`src/rtl/uart_rx_pkg.sv`:
```
// Shared definitions for the UART receive path: FSM states, frame constants, parity encoding.
// The sample-point helpers are used by uart_rx_fsm in both the plain and UART_RX_MAJORITY_EN builds.
package uart_rx_pkg;

    localparam int DATA_W_DEF = 8;

    // Bit value is registered this many edges after the bit centre (PRESCALE/2).
    localparam int SAMPLE_REG_OFS = 1;

    typedef enum logic [2:0] {
        IDLE,
        START,
        DATA,
        PARITY,
        STOP
    } rx_state_e;

    // Same encoding the transmit side uses for PAR_TYP.
    typedef enum logic {
        PAR_EVEN = 1'b0,
        PAR_ODD  = 1'b1
    } par_typ_e;

    function automatic logic maj3(input logic a, input logic b, input logic c);
        return (a & b) | (a & c) | (b & c);
    endfunction

endpackage

```
`src/rtl/uart_rx_edge_bit_counter.sv`:
```
// Oversampling edge counter (0..PRESCALE-1) and data-bit counter for the UART receiver.
module uart_rx_edge_bit_counter
#(
    parameter int DATA_W     = 8,
    parameter int PRESCALE_W = 6,
    parameter int BIT_W      = 3
) (
    input  logic                  clk_i,
    input  logic                  rst_ni,
    input  logic                  clr_i,
    input  logic                  en_i,
    input  logic                  bit_en_i,
    input  logic [PRESCALE_W-1:0] prescale_i,
    output logic [PRESCALE_W-1:0] edge_cnt_o,
    output logic [BIT_W-1:0]      bit_cnt_o,
    output logic                  bit_done_o
);

    logic [PRESCALE_W-1:0] edge_q, edge_d;
    logic [BIT_W-1:0]      bit_q, bit_d;
    logic                  last_edge;

    assign last_edge = (edge_q == (prescale_i - PRESCALE_W'(1)));

    always_comb begin
        edge_d = edge_q;
        bit_d  = bit_q;
        if (clr_i) begin
            edge_d = '0;
            bit_d  = '0;
        end else if (en_i) begin
            edge_d = last_edge ? '0 : edge_q + PRESCALE_W'(1);
            if (bit_en_i && last_edge) begin
                bit_d = (bit_q == BIT_W'(DATA_W - 1)) ? '0 : bit_q + BIT_W'(1);
            end
        end
    end

    always_ff @(posedge clk_i) begin
        if (!rst_ni) begin
            edge_q <= '0;
            bit_q  <= '0;
        end else begin
            edge_q <= edge_d;
            bit_q  <= bit_d;
        end
    end

    assign edge_cnt_o = edge_q;
    assign bit_cnt_o  = bit_q;
    assign bit_done_o = en_i && last_edge;

endmodule

```
`src/rtl/uart_rx_fsm.sv`:
```
// UART receive controller: start detect, oversampled 8N1/8P1 deserialise, parity and stop check.
// Define UART_RX_MAJORITY_EN for 3-sample majority voting around the bit centre.
module uart_rx_fsm
    import uart_rx_pkg::*;
#(
    parameter int DATA_W     = DATA_W_DEF,
    parameter int PRESCALE_W = 6
) (
    input  logic                  CLK,
    input  logic                  RST,
    input  logic                  RX_IN,
    input  logic                  PAR_EN,
    input  logic                  PAR_TYP,
    input  logic [PRESCALE_W-1:0] PRESCALE,
    output logic [DATA_W-1:0]     P_DATA,
    output logic                  DATA_VALID,
    output logic                  PAR_ERR,
    output logic                  STP_ERR
);

    localparam int BIT_W = (DATA_W > 1) ? $clog2(DATA_W) : 1;

    rx_state_e             state_q, state_d;
    logic [PRESCALE_W-1:0] edge_cnt;
    logic [BIT_W-1:0]      bit_cnt;
    logic                  bit_done;
    logic                  cnt_clr, cnt_en, bit_en;

    logic                  rx_d1_q;
    logic                  bit_val;
    logic                  at_sample;
    logic [PRESCALE_W-1:0] sample_pt;

    logic [DATA_W-1:0]     shift_q, shift_d;
    logic                  par_en_q, par_en_d;
    logic                  par_typ_q, par_typ_d;
    logic                  par_err_q, par_err_d;
    logic                  stop_q, stop_d;
    logic [DATA_W-1:0]     pdata_q, pdata_d;
    logic                  dv_q, dv_d;
    logic                  pe_q, pe_d;
    logic                  se_q, se_d;

    uart_rx_edge_bit_counter #(
        .DATA_W    (DATA_W),
        .PRESCALE_W(PRESCALE_W),
        .BIT_W     (BIT_W)
    ) u_cnt (
        .clk_i     (CLK),
        .rst_ni    (RST),
        .clr_i     (cnt_clr),
        .en_i      (cnt_en),
        .bit_en_i  (bit_en),
        .prescale_i(PRESCALE),
        .edge_cnt_o(edge_cnt),
        .bit_cnt_o (bit_cnt),
        .bit_done_o(bit_done)
    );

    // rx_d1_q holds RX_IN from edge PRESCALE/2 when edge_cnt reaches the registration point.
    assign sample_pt = (PRESCALE >> 1) + PRESCALE_W'(SAMPLE_REG_OFS);
    assign at_sample = (edge_cnt == sample_pt);

`ifdef UART_RX_MAJORITY_EN
    logic rx_d2_q;
    always_ff @(posedge CLK) rx_d2_q <= rx_d1_q;
    assign bit_val = maj3(rx_d2_q, rx_d1_q, RX_IN);
`else
    assign bit_val = rx_d1_q;
`endif

    always_comb begin
        state_d   = state_q;
        cnt_clr   = 1'b0;
        cnt_en    = 1'b0;
        bit_en    = 1'b0;
        shift_d   = shift_q;
        par_en_d  = par_en_q;
        par_typ_d = par_typ_q;
        par_err_d = par_err_q;
        stop_d    = stop_q;
        pdata_d   = pdata_q;
        dv_d      = 1'b0;
        pe_d      = 1'b0;
        se_d      = 1'b0;

        case (state_q)
            IDLE: begin
                if (!RX_IN) begin
                    state_d   = START;
                    cnt_en    = 1'b1;
                    par_en_d  = PAR_EN;
                    par_typ_d = PAR_TYP;
                    par_err_d = 1'b0;
                end else begin
                    cnt_clr = 1'b1;
                end
            end
            START: begin
                cnt_en = 1'b1;
                if (at_sample && bit_val) begin
                    state_d = IDLE;
                    cnt_clr = 1'b1;
                end else if (bit_done) begin
                    state_d = DATA;
                end
            end
            DATA: begin
                cnt_en = 1'b1;
                bit_en = 1'b1;
                if (at_sample) begin
                    shift_d = {bit_val, shift_q[DATA_W-1:1]};
                end
                if (bit_done && (bit_cnt == BIT_W'(DATA_W - 1))) begin
                    state_d = par_en_q ? PARITY : STOP;
                end
            end
            PARITY: begin
                cnt_en = 1'b1;
                if (at_sample) begin
                    par_err_d = bit_val ^ (^shift_q) ^ (par_typ_q == PAR_ODD);
                end
                if (bit_done) begin
                    state_d = STOP;
                end
            end
            STOP: begin
                cnt_en = 1'b1;
                if (at_sample) begin
                    stop_d = bit_val;
                end
                // Outcome is registered here so the pulse lands in the first IDLE cycle.
                if (bit_done) begin
                    state_d = IDLE;
                    dv_d    = stop_q && !par_err_q;
                    pe_d    = par_err_q;
                    se_d    = !stop_q;
                    if (stop_q && !par_err_q) begin
                        pdata_d = shift_q;
                    end
                end
            end
            default: begin
                state_d = IDLE;
                cnt_clr = 1'b1;
            end
        endcase
    end

    always_ff @(posedge CLK) begin
        if (!RST) begin
            state_q <= IDLE;
            pdata_q <= '0;
            dv_q    <= 1'b0;
            pe_q    <= 1'b0;
            se_q    <= 1'b0;
        end else begin
            state_q <= state_d;
            pdata_q <= pdata_d;
            dv_q    <= dv_d;
            pe_q    <= pe_d;
            se_q    <= se_d;
        end
    end

    always_ff @(posedge CLK) begin
        rx_d1_q   <= RX_IN;
        shift_q   <= shift_d;
        par_en_q  <= par_en_d;
        par_typ_q <= par_typ_d;
        par_err_q <= par_err_d;
        stop_q    <= stop_d;
    end

    assign P_DATA     = pdata_q;
    assign DATA_VALID = dv_q;
    assign PAR_ERR    = pe_q;
    assign STP_ERR    = se_q;

endmodule

```
`config.mk`:
```
export PLATFORM = sky130hd
export DESIGN_NAME = uart_rx_fsm
export DESIGN_NICKNAME = d
export VERILOG_FILES = /design/src/rtl/uart_rx_pkg.sv /design/src/rtl/uart_rx_edge_bit_counter.sv /design/src/rtl/uart_rx_fsm.sv
export SDC_FILE = /design/constraint.sdc
export NUM_CORES = 1
export LEC_CHECK = 0
export BUFFER_PORTS_ARGS = -buffer_cell sky130_fd_sc_hd__clkbuf_2
export CAP_MARGIN = 0
export CORE_MARGIN = 3
export CORE_UTILIZATION = 36
export DETAILED_ROUTE_END_ITERATION = 8
export HOLD_SLACK_MARGIN = 0.08
export PLACE_DENSITY_LB_ADDON = 0.15
export SLEW_MARGIN = 10
export SYNTH_ARGS = -nofsm -noshare
export SYNTH_HDL_FRONTEND = slang
export SYNTH_HIERARCHICAL = 1
export SYNTH_SLANG_ARGS = --single-unit
```
`constraint.sdc`:
```
create_clock -name CLK -period 2.5 [get_ports CLK]
set_clock_uncertainty 0.1 [all_clocks]
set_input_delay 0.25 -clock CLK [delete_from_list [all_inputs] [get_ports CLK]]
set_output_delay 0.25 -clock CLK [all_outputs]
set_load 0.02 [all_outputs]
```
* After elaboration in Yosys (flattened, before gate mapping) *
Cells that the tools add are included.

operators by class
  add/sub/neg operators = 4
  equal/unequal tests = 13
  multiplexer cells = 19
  bitwise operators = 4
  reductions and logical operators = 21

operators with widths
  kind                 count
  $mux 3               8
  $pmux 3 s5           1
  $eq 6x6->1           2
  $ne 2x2->1 const B   5
  $reduce_and 3->1     3
  $reduce_and 2->1     4
  $reduce_xor 8->1     1
  $add 5x1->6 const B  1
  $add 6x1->6 const B  1
  $eq 3x2->1 const B   2
  $eq 3x3->1 const B   2
  $mux 1               6
  $mux 6               1
  $sub 6x1->6 const B  1
  $logic_and 1x1->1    5
  $reduce_and 5->1     1
  $pmux 1 s2           2
  $reduce_or 4->1      1
  $add 3x1->3 const B  1
  $eq 3x1->1 const B   1
  $logic_not 3->1      1
  $ne 3x3->1 const B   1
  $pmux 1 s3           1
  $reduce_or 3->1      1
  other kinds (5)      8

storage, ports and cells
  bits in registers = 36
  input bits = 11
  output and inout port bits = 11
  logic and storage cells = 74

* Logic depth before layout (Yosys ltp) *
Gate-level depths: netlist (run 1).

  word-level depth = 7
  depth in mapped cells = 11

* Hierarchy *
The synthesis (run 1) kept the hierarchy.

by module, submodules not included
  module                    instances  cells each  area an instance (µm²)  sequential area each (µm²)
  uart_rx_fsm               1          124         1323.8                  660.6
  uart_rx_edge_bit_counter  1          70          584.3                   180.2

* Worst setup path after synthesis (run 1) *
Ideal clock, no wire load.

  kind = input port to flip-flop
  from = in PRESCALE[0]
  to = reg pdata_q[0] (netlist: P_DATA[0])
  library setup time = 117 ps
  arrival time = 2302 ps
  data required time = 2283 ps
  slack = -20 ps
  stages = 11
  buffers on the path = 1
  cell sequence = inv_1 ha_1 nor2b_1 or3_1 a31o_1 nor2_1 clkbuf_1 and3_1 nand3_1 mux2i_1 nor2b_1

on the way
  longest elaborated chain between the ends = 4

RTL lines
  element                            RTL line                        RTL
  from (decl)                        uart_rx_fsm.sv:14               input logic [PRESCALE_W-1:0] PRESCALE,
  $sub 6x1->6                        uart_rx_edge_bit_counter.sv:23  assign last_edge = (edge_q == (prescale_i - PRESCALE_W'(1)));
  $eq 6x6->1                         uart_rx_edge_bit_counter.sv:23
  $logic_and 1x1->1                  uart_rx_edge_bit_counter.sv:51  assign bit_done_o = en_i && last_edge;
  via bit_done                       uart_rx_fsm.sv:26               logic bit_done;
  $reduce_and 3->1 (no source line)  n/a
  to (signal assigned)               uart_rx_fsm.sv:159              pdata_q <= pdata_d;
  to (decl)                          uart_rx_fsm.sv:39               logic [DATA_W-1:0] pdata_q, pdata_d;

The timed path passes the listed nets, and every way through them passes these cells.
A chain may end at the register's enable or synchronous reset.

* Final worst setup path (run 1) *
  from = reg u_cnt.edge_q[2] (netlist: u_cnt/edge_cnt_o[2])
  to = reg u_cnt.bit_q[1] (netlist: u_cnt/bit_cnt_o[1])

on the way
  longest elaborated chain between the ends = 5
  elaborated cells on any way between the ends = 8

RTL lines
  element                           RTL line                        RTL
  from (decl)                       uart_rx_edge_bit_counter.sv:19  logic [PRESCALE_W-1:0] edge_q, edge_d;
  from (signal assigned)            uart_rx_edge_bit_counter.sv:44  edge_q <= edge_d;
  $eq 6x6->1                        uart_rx_fsm.sv:62               assign at_sample = (edge_cnt == sample_pt);
  $logic_and 1x1->1                 uart_rx_fsm.sv:101              if (at_sample && bit_val) begin
  $mux 1                            uart_rx_fsm.sv:101
  $pmux 1 s3                        uart_rx_fsm.sv:87               case (state_q)
  via cnt_clr                       uart_rx_fsm.sv:27               logic cnt_clr, cnt_en, bit_en;
  $reduce_or 2->1 (no source line)  n/a
  to (signal assigned)              uart_rx_edge_bit_counter.sv:45  bit_q <= bit_d;
  to (decl)                         uart_rx_edge_bit_counter.sv:20  logic [BIT_W-1:0] bit_q, bit_d;

The timed path passes the listed nets, and every way through them passes these cells.

==> results.json, run 1 <==
{
  "outcome": "completed",
  "rsz0062_at_grt": "no",
  "grt_max_degree": 15,
  "dieWidth_um": 78.8,
  "die_h_um": 78.8,
  "grt_usage_pct": 13.6,
  "yosysWarningCount": 6,
  "cts_root_buf": "clkbuf_8",
  "ys_ff_latch": 36,
  "final_max_slew_viol_count": 0,
  "n_fill_cell": 492,
  "final_common_cell": "dfxtp_1",
  "critPathMaxFanout": 8,
  "initial_core_util_pct": 38.9,
  "drt_iter0_drc": 42,
  "grt_pass1_wl_um": 6630,
  "antenna_found_initial": 0,
  "power_mw": 1.34,
  "h-tree-depth": 2,
  "yosysSeqAreaShare_pct": 44.1,
  "path_depth": 8,
  "maxCapViolCount": 0,
  "dp_slack_ns": 0.0208,
  "critPathArrivalTime_ns": 2.27,
  "synth.net_count": 210,
  "wl_um": 3830,
  "worstRegToRegCells": 8,
  "cts_tree": "built",
  "cts.path.max_buffers": 2,
  "viasPerCell": 4.81,
  "io_pins": 22,
  "hold_depth": 2,
  "reg2reg_slack_ns": 0.33,
  "grt_pass1_vias": 1446,
  "p_leak_nw": 0.959,
  "synth-main-ff-cell": "dfxtp_1",
  "critPathMostFrequentCell": "o31ai_1",
  "syn_inst": 194,
  "path_buf_inv": 1,
  "synth.distinct_cells": 42,
  "cts_buffers": 5,
  "worst_pin_slew_ns": 0.560,
  "fmaxAchievable_ghz": 0.461,
  "slowest_delay_ns": 0.46,
  "path_class": "reg2reg",
  "hold_class": "in2reg",
  "timing.final.ws_setup_ns": 0.331,
  "gp_congestion": 0.768,
  "setup-tns-final_ns": 0,
  "drcViolationCount": 0,
  "hold_viol": 0,
  "final_cell_mix": "dfxtp_1, clkbuf_2, nor2_1",
  "cts_setup_buffers": 0,
  "num_rows": 25,
  "cp-end-kind": "flop",
  "antenna_cells": 0,
  "wl_per_cell_um": 12.8,
  "core_sq_um": 4910,
  "crit_path_cell_trace": "maj3_1 -> o2bb2ai_1 -> nand2_1 -> o31ai_1 -> nand2b_1 -> buf_4 -> or4_1 -> o31ai_1",
  "cp.required_ns": 2.60,
  "antenna_left": 0,
  "critPathLaunchType": "flop",
  "overflow": 0,
  "syn_area_per_cell_sq_um": 9.84,
  "area_growth_pct": 21.5,
  "p_per_area_nw_per_um2": 578,
  "dieArea_sq_um": 6210,
  "async_flop_share_pct": 0,
  "slew_headroom_pct": 62.3,
  "cts-resized-gates": 0,
  "nNetsFinal": 248,
  "synth-edff-count": 12,
  "drive_above_1_share_pct": 20.2,
  "synth.cell_area_sq_um": 1910,
  "cts_hold_buf": 3,
  "clk_pin_slew_ns": 0.08,
  "period_share_pct": 86.8,
  "clk_latency_ns": 0.29,
  "post-dp-hpwl_um": 2840,
  "ir_drop_mv": 0.232,
  "portBuffers": 21,
  "drt-pass1-iter-count": 4,
  "cts_sinks": 36,
  "setup_viol": 0,
  "via_count": 1444,
  "cpLargestDelayFamily": "simple AND/OR/NAND/NOR gates",
  "period_minus_slack_ns": 2.17,
  "cp_slowest_cell": "or4_1"
}
-- per-stage QoR --
stage / area (sq um) / cells / hold WS [ns] / utilization, %
2_1_floorplan: 1910 / 194 / 0.178 / -
3_5_place_dp: 2180 / 289 / 0.326 / 44.3
3_3_place_gp: 2180 / 289 / 0.319 / 44.3
5_1_grt: 2320 / 300 / 0.327 / 47.2
6_report: 2320 / 300 / 0.324 / 47.2
4_1_cts: 2320 / 300 / 0.314 / 47.2
-- registers in the layout (all words and copies together) (netlist names) --
register,count
bit_val,1
P_DATA,8
u_cnt/edge_cnt_o,6
PAR_ERR,1
par_en_q,1
STP_ERR,1
stop_q,1
DATA_VALID,1
state_q,3
par_err_q,1
u_cnt/bit_cnt_o,3
shift_q,8
par_typ_q,1
-- final cells by class --
cell class / count / area [sq um] / share of cell area (%)
clock buffer: 5 / 68.8 / 2.97
sequential: 36 / 841 / 36.3
multi-input combinational: 143 / 1020 / 43.8
timing repair buffer: 37 / 233 / 10.0
clock inverter: 3 / 42.5 / 1.83
inverter: 9 / 33.8 / 1.46
tap: 67 / 83.8 / 3.62
-- layer usage --
layer | track usage, % | routed length [um]
met5 | 0 | 0
met1 | 17.2 | 1870
met4 | 7.69 | 143
met3 | 3.74 | 164
met2 | 20.6 | 1650
-- logic make-up after synthesis --
kind of cell	count (synthesis)	synth area share [%]
simple gates	72	21.1
flops	36	44.1
compound gates	28	10.4
xor+xnor	27	12.4
buf+inv	15	2.95
mux	10	5.31
fa+ha+maj	6	3.80
-- power by group --
group          leakage [nW]  internal [mW]  total (mW)  switching [mW]
Sequential            0.304          0.618       0.631          0.0126
Clock                0.0541          0.295       0.511           0.216
Combinational         0.601         0.0946       0.200           0.105
Total                 0.959           1.01        1.34           0.333
-- Yosys cell counts (2+ instances only) --
master | n | area share, %
nor2b_1 | 13 | 4.3
ha_1 | 5 | 3.3
edfxtp_1 | 12 | 19
nand4_1 | 4 | 1.3
o21bai_1 | 2 | 0.79
xnor2_1 | 17 | 7.8
xor2_1 | 10 | 4.6
o31ai_1 | 3 | 1.2
nand3_1 | 2 | 0.52
a21oi_1 | 4 | 1.0
or4_1 | 3 | 1.2
dfxtp_1 | 24 | 25
a21o_1 | 2 | 0.79
o21ai_0 | 5 | 1.3
o211ai_1 | 4 | 1.6
inv_1 | 9 | 1.8
nand2b_1 | 7 | 2.3
nand2_1 | 10 | 2.0
and3_1 | 3 | 0.98
nor2_1 | 18 | 3.5
mux2i_1 | 9 | 4.7
nor3_1 | 4 | 1.0
clkbuf_1 | 5 | 0.98
-- path summary, 6_finish.rpt --
kind | from | endpoint
setup / recovery | u_cnt/edge_cnt_o[2] | u_cnt/bit_cnt_o[1]
hold / removal | RST | P_DATA[2]
setup reg to reg | u_cnt/edge_cnt_o[2] | u_cnt/bit_cnt_o[1]
hold reg to reg | par_err_q | DATA_VALID
-- worst reg2reg max path, cell delays in order (launching register included) --
cell and delay, ns:
dfxtp_1 0.41, maj3_1 0.38, o2bb2ai_1 0.17, nand2_1 0.10, o31ai_1 0.08, nand2b_1 0.15, buf_4 0.16, or4_1 0.46
o31ai_1 0.07
No activity file was read; power rests on OpenSTA's default activity.
==> inputs of run 2 (changes only) <==
Settings changed: MAX_ROUTING_LAYER from default to met4, PLACE_DENSITY from default to 0.53, PLACE_DENSITY_LB_ADDON 0.15 to default.
==> results.json, run 2 (synthesized netlist as in run 1, its figures left out) <==
{
  "die_h_um": 78.8,
  "switchingPower_uw": 328,
  "area_growth_pct": 19.8,
  "antenna_cells": 0,
  "critPathMaxFanout": 6,
  "gp_congestion": 0.902,
  "path_class": "reg2reg",
  "setup_viol": 0,
  "core_sq_um": 4910,
  "viasPerCell": 4.97,
  "num_rows": 25,
  "post-dp-hpwl_um": 2970,
  "cts-resized-gates": 0,
  "p_per_area_nw_per_um2": 552,
  "p_sw_share_pct": 26.0,
  "clockPowerShare_pct": 34.3,
  "cts_buffers": 5,
  "p_leak_nw": 0.939,
  "nNetsFinal": 246,
  "final_cell_mix": "dfxtp_1, clkbuf_2, nor2_1",
  "initial_core_util_pct": 38.9,
  "grt_pass1_vias": 1397,
  "cts_setup_buffers": 0,
  "pwr-share-seq_pct": 50.3,
  "grt_pass1_wl_um": 6600,
  "h-tree-depth": 2,
  "final_util_pct": 46.5,
  "cts.path.max_buffers": 2,
  "cts_root_buf": "clkbuf_8",
  "dieArea_sq_um": 6210,
  "worst_pin_slew_ns": 0.627,
  "drcViolationCount": 0,
  "clk_pin_slew_ns": 0.08,
  "final_common_cell": "dfxtp_1",
  "outcome": "completed",
  "fmaxAchievable_ghz": 0.437,
  "via_count": 1480,
  "period_minus_slack_ns": 2.29,
  "drt-pass1-iter-count": 4,
  "clk_latency_ns": 0.29,
  "internal-power_uw": 933,
  "antenna_found_initial": 0,
  "hold_viol": 0,
  "reg2reg_slack_ns": 0.21,
  "grt_max_degree": 15,
  "maxCapViolCount": 0,
  "antenna_left": 0,
  "io_pins": 22,
  "overflow": 0,
  "ir_drop_mv": 0.201,
  "cp.required_ns": 2.56,
  "cts_tree": "built",
  "drive_above_1_share_pct": 19.0,
  "hold_class": "in2reg",
  "dp_slack_ns": -0.0563,
  "final_max_slew_viol_count": 0,
  "wl_um": 4000,
  "critPathLaunchType": "flop",
  "cts_sinks": 36,
  "dieWidth_um": 78.8,
  "combPwrFrac_pct": 15.4,
  "period_share_pct": 91.5,
  "wl_per_cell_um": 13.4,
  "critPathArrivalTime_ns": 2.35,
  "drt_iter0_drc": 92,
  "grt_usage_pct": 14.2,
  "rsz0062_at_grt": "no",
  "slew_headroom_pct": 57.8,
  "cp-end-kind": "flop",
  "timing.final.ws_setup_ns": 0.213,
  "portBuffers": 21
}
## run 2: final timing paths
| check | startpoint | endpoint | cells past startpoint |
|---|---|---|---|
| worst min-delay path | RST | P_DATA[2] | 2 |
| worst min register to register | par_err_q | DATA_VALID | 1 |
| worst max-delay path | u_cnt/edge_cnt_o[0] | u_cnt/edge_cnt_o[0] | 8 |
| worst max register to register | u_cnt/edge_cnt_o[0] | u_cnt/edge_cnt_o[0] | 8 |
## run 2: final cells by class
type                            count  area, sq um
Clock buffer                        7         86.3
Clock inverter                      1         7.51
Multi-Input combinational cell    143         1020
Tap cell                           67         83.8
Timing Repair Buffer               35          218
Sequential cell                    36          841
Inverter                            9         33.8
Fill cell                         487         2630
## run 2: metal layers
| layer | wire [um] | vias to the layer above | track usage [%] |
|---|---|---|---|
| li1 | - | 754 | - |
| met1 | 1840 | 687 | 17.0 |
| met2 | 1880 | 32 | 22.2 |
| met3 | 194 | 7 | 4.31 |
| met4 | 79 | 0 | 6.12 |
| met5 | 0 | - | - |
## run 2: what timing repair did
item,in CTS,in global routing
endpoints found under the setup margin,0,0
hold buffers,3,0
endpoints found under the hold margin,3,0
## run 2: worst max-delay path: stages (launching register included)
cell	delay (ns)
dfxtp_1	0.48
xnor2_1	0.12
a211o_1	0.32
nor4_4	0.28
nand2_1	0.11
o31ai_1	0.24
nand2b_1	0.17
o21bai_1	0.26
nor2_1	0.09
## run 2: power groups by stage
stage / sequential [mW] / clock [mW] / combinational (mW)
2_1_floorplan: 0.643 / 0 / 0.131
3_3_place_gp: 0.647 / 0 / 0.187
3_5_place_dp: 0.648 / 0 / 0.191
4_1_cts: 0.635 / 0.451 / 0.195
5_1_grt: 0.636 / 0.486 / 0.216
6_report: 0.635 / 0.433 / 0.194
## run 2: per-stage QoR
| stage | TNS [ns] | total power [mW] | hold slack, ns | area, sq um | cells |
|---|---|---|---|---|---|
| finish | 0 | 1.26 | 0.311 | 2290 | 298 |
| global route | 0 | 1.34 | 0.316 | 2290 | 298 |
| CTS | 0 | 1.28 | 0.295 | 2290 | 298 |
| detailed placement | -0.324 | 0.839 | 0.320 | 2160 | 287 |
| global placement | -0.0146 | 0.834 | 0.319 | 2160 | 287 |
| floorplan | 0 | 0.774 | 0.178 | 1910 | 194 |
==> inputs of run 3 (changes only) <==
Settings changed: PLACE_DENSITY 0.53 to 0.62.
==> results.json, run 3 (synthesized netlist as in run 1, its figures left out) <==
{
  "dieWidth_um": 78.8,
  "rsz0062_at_grt": "no",
  "antenna_left": 0,
  "worst_pin_slew_ns": 0.563,
  "switchingPower_uw": 311,
  "io_pins": 22,
  "antenna_cells": 0,
  "grt_pass1_vias": 1367,
  "cts_sinks": 36,
  "reg2reg_slack_ns": 0.30,
  "r2r_end": "u_cnt/bit_cnt_o[2]",
  "fmaxAchievable_ghz": 0.437,
  "maxCapViolCount": 0,
  "gp_congestion": 0.815,
  "cp-end-kind": "flop",
  "pwr-share-seq_pct": 49.4,
  "cp.required_ns": 2.57,
  "cts.path.max_buffers": 2,
  "clk_latency_ns": 0.28,
  "post-dp-hpwl_um": 2760,
  "period_minus_slack_ns": 2.29,
  "grt_max_degree": 15,
  "drt-pass1-iter-count": 4,
  "overflow": 0,
  "combPwrFrac_pct": 15.8,
  "hold_class": "in2reg",
  "critPathLaunchType": "primary input",
  "drt_iter0_drc": 141,
  "final_max_slew_viol_count": 0,
  "cts_setup_buffers": 0,
  "r2r-start": "u_cnt/edge_cnt_o[2]",
  "clk_pin_slew_ns": 0.07,
  "wl_um": 3650,
  "layout.cells.non_filler": 300,
  "internal-power_uw": 968,
  "setup_viol": 0,
  "drive_above_1_share_pct": 19.7,
  "wl_per_cell_um": 12.2,
  "final_common_cell": "dfxtp_1",
  "p_per_area_nw_per_um2": 554,
  "h-tree-depth": 2,
  "cts_root_buf": "clkbuf_8",
  "die_h_um": 78.8,
  "via_count": 1437,
  "hold_depth": 2,
  "critPathArrivalTime_ns": 2.36,
  "core_sq_um": 4910,
  "clockPowerShare_pct": 34.8,
  "n_fill_cell": 484,
  "portBuffers": 21,
  "drcViolationCount": 0,
  "grt_pass1_wl_um": 6490,
  "viasPerCell": 4.79,
  "hold_viol": 0,
  "path_class": "in2reg",
  "period_share_pct": 91.4,
  "ir_drop_mv": 0.327,
  "cts_buffers": 5,
  "p_sw_share_pct": 24.3,
  "cts_tree": "built",
  "initial_core_util_pct": 38.9,
  "nNetsFinal": 248,
  "slew_headroom_pct": 62.1,
  "min_from": "RST",
  "hold_end": "P_DATA[0]",
  "worstRegToRegCells": 8,
  "final_cell_mix": "dfxtp_1, clkbuf_2, nor2_1",
  "critPathMaxFanout": 8,
  "num_rows": 25,
  "p_leak_nw": 0.957,
  "grt_usage_pct": 13.7,
  "final_util_pct": 47.0,
  "area_growth_pct": 20.9,
  "antenna_found_initial": 0,
  "outcome": "completed",
  "setup-tns-final_ns": 0,
  "dieArea_sq_um": 6210,
  "dp.cells": 289
}
[run 3: cell types whose count changed in the layout (fill, tap and decap cells not counted), sizes merged]
cell / change
buf: +2
clkbuf: +1
clkinvlp: -1
[run 3: repair_timing]
action | CTS | global route
hold endpoints to repair | 3 | 0
hold buffers | 3 | 0
gates resized for setup | 0 | 0
[run 3: area by class of cell]
cell class              count  area (sq um)  share of cell area [%]
clock buffers               8           100                    4.34
flip-flops and latches     36           841                    36.4
well taps                  67          83.8                    3.63
inverters                   9          33.8                    1.46
repair buffers             37           233                    10.1
multi-input cells         143          1020                    44.0
[run 3: worst max-delay path by stage]
stage,startpoint,to,slack (ns),depth (start not counted)
global placement,PRESCALE[0],P_DATA[7],0.02,11
global route,RX_IN,P_DATA[1],0.03,10
finish,RX_IN,P_DATA[7],0.21,10
detailed placement,PRESCALE[0],P_DATA[0],0.02,11
CTS,RX_IN,P_DATA[5],0.22,10
floorplan,PRESCALE[1],shift_q[0],0.08,6
[run 3: power by group through the flow]
stage                     combinational (mW)  clock [mW]  sequential, mW
final                                  0.202       0.445           0.631
after global routing                   0.228       0.482           0.633
after CTS                              0.203       0.456           0.631
after detailed placement               0.198           0           0.644
after global placement                 0.198           0           0.644
after floorplan                        0.131           0           0.643
[run 3: metrics by stage]
step                      total power, mW  setup slack (ns)  cell area (sq um)  hold WS (ns)
final                                1.28             0.214               2310         0.296
after global routing                 1.34            0.0257               2310         0.330
after CTS                            1.29             0.220               2310         0.313
after detailed placement            0.842            0.0192               2180         0.334
after global placement              0.842            0.0242               2180         0.338
after floorplan                     0.774            0.0771               1910         0.178
[run 3: routing by layer]
| metal | share of wire, % | global-route usage [%] | vias to the layer above |
|---|---|---|---|
| met5 | 0 | - | - |
| met4 | 0.77 | 4.72 | 0 |
| met3 | 3.4 | 3.74 | 6 |
| met2 | 43 | 19.4 | 19 |
| met1 | 52 | 18.8 | 657 |
| li1 | - | - | 755 |
[run 3: critical path, cell delays in order]
cell and delay, ns:
dlygate4sd3_1 0.53, clkbuf_2 0.15, nand2_1 0.07, mux2_2 0.24, o2111ai_1 0.16, nor2_1 0.20
and3_1 0.21, nand3_2 0.25, mux2i_1 0.22, nor2b_1 0.06
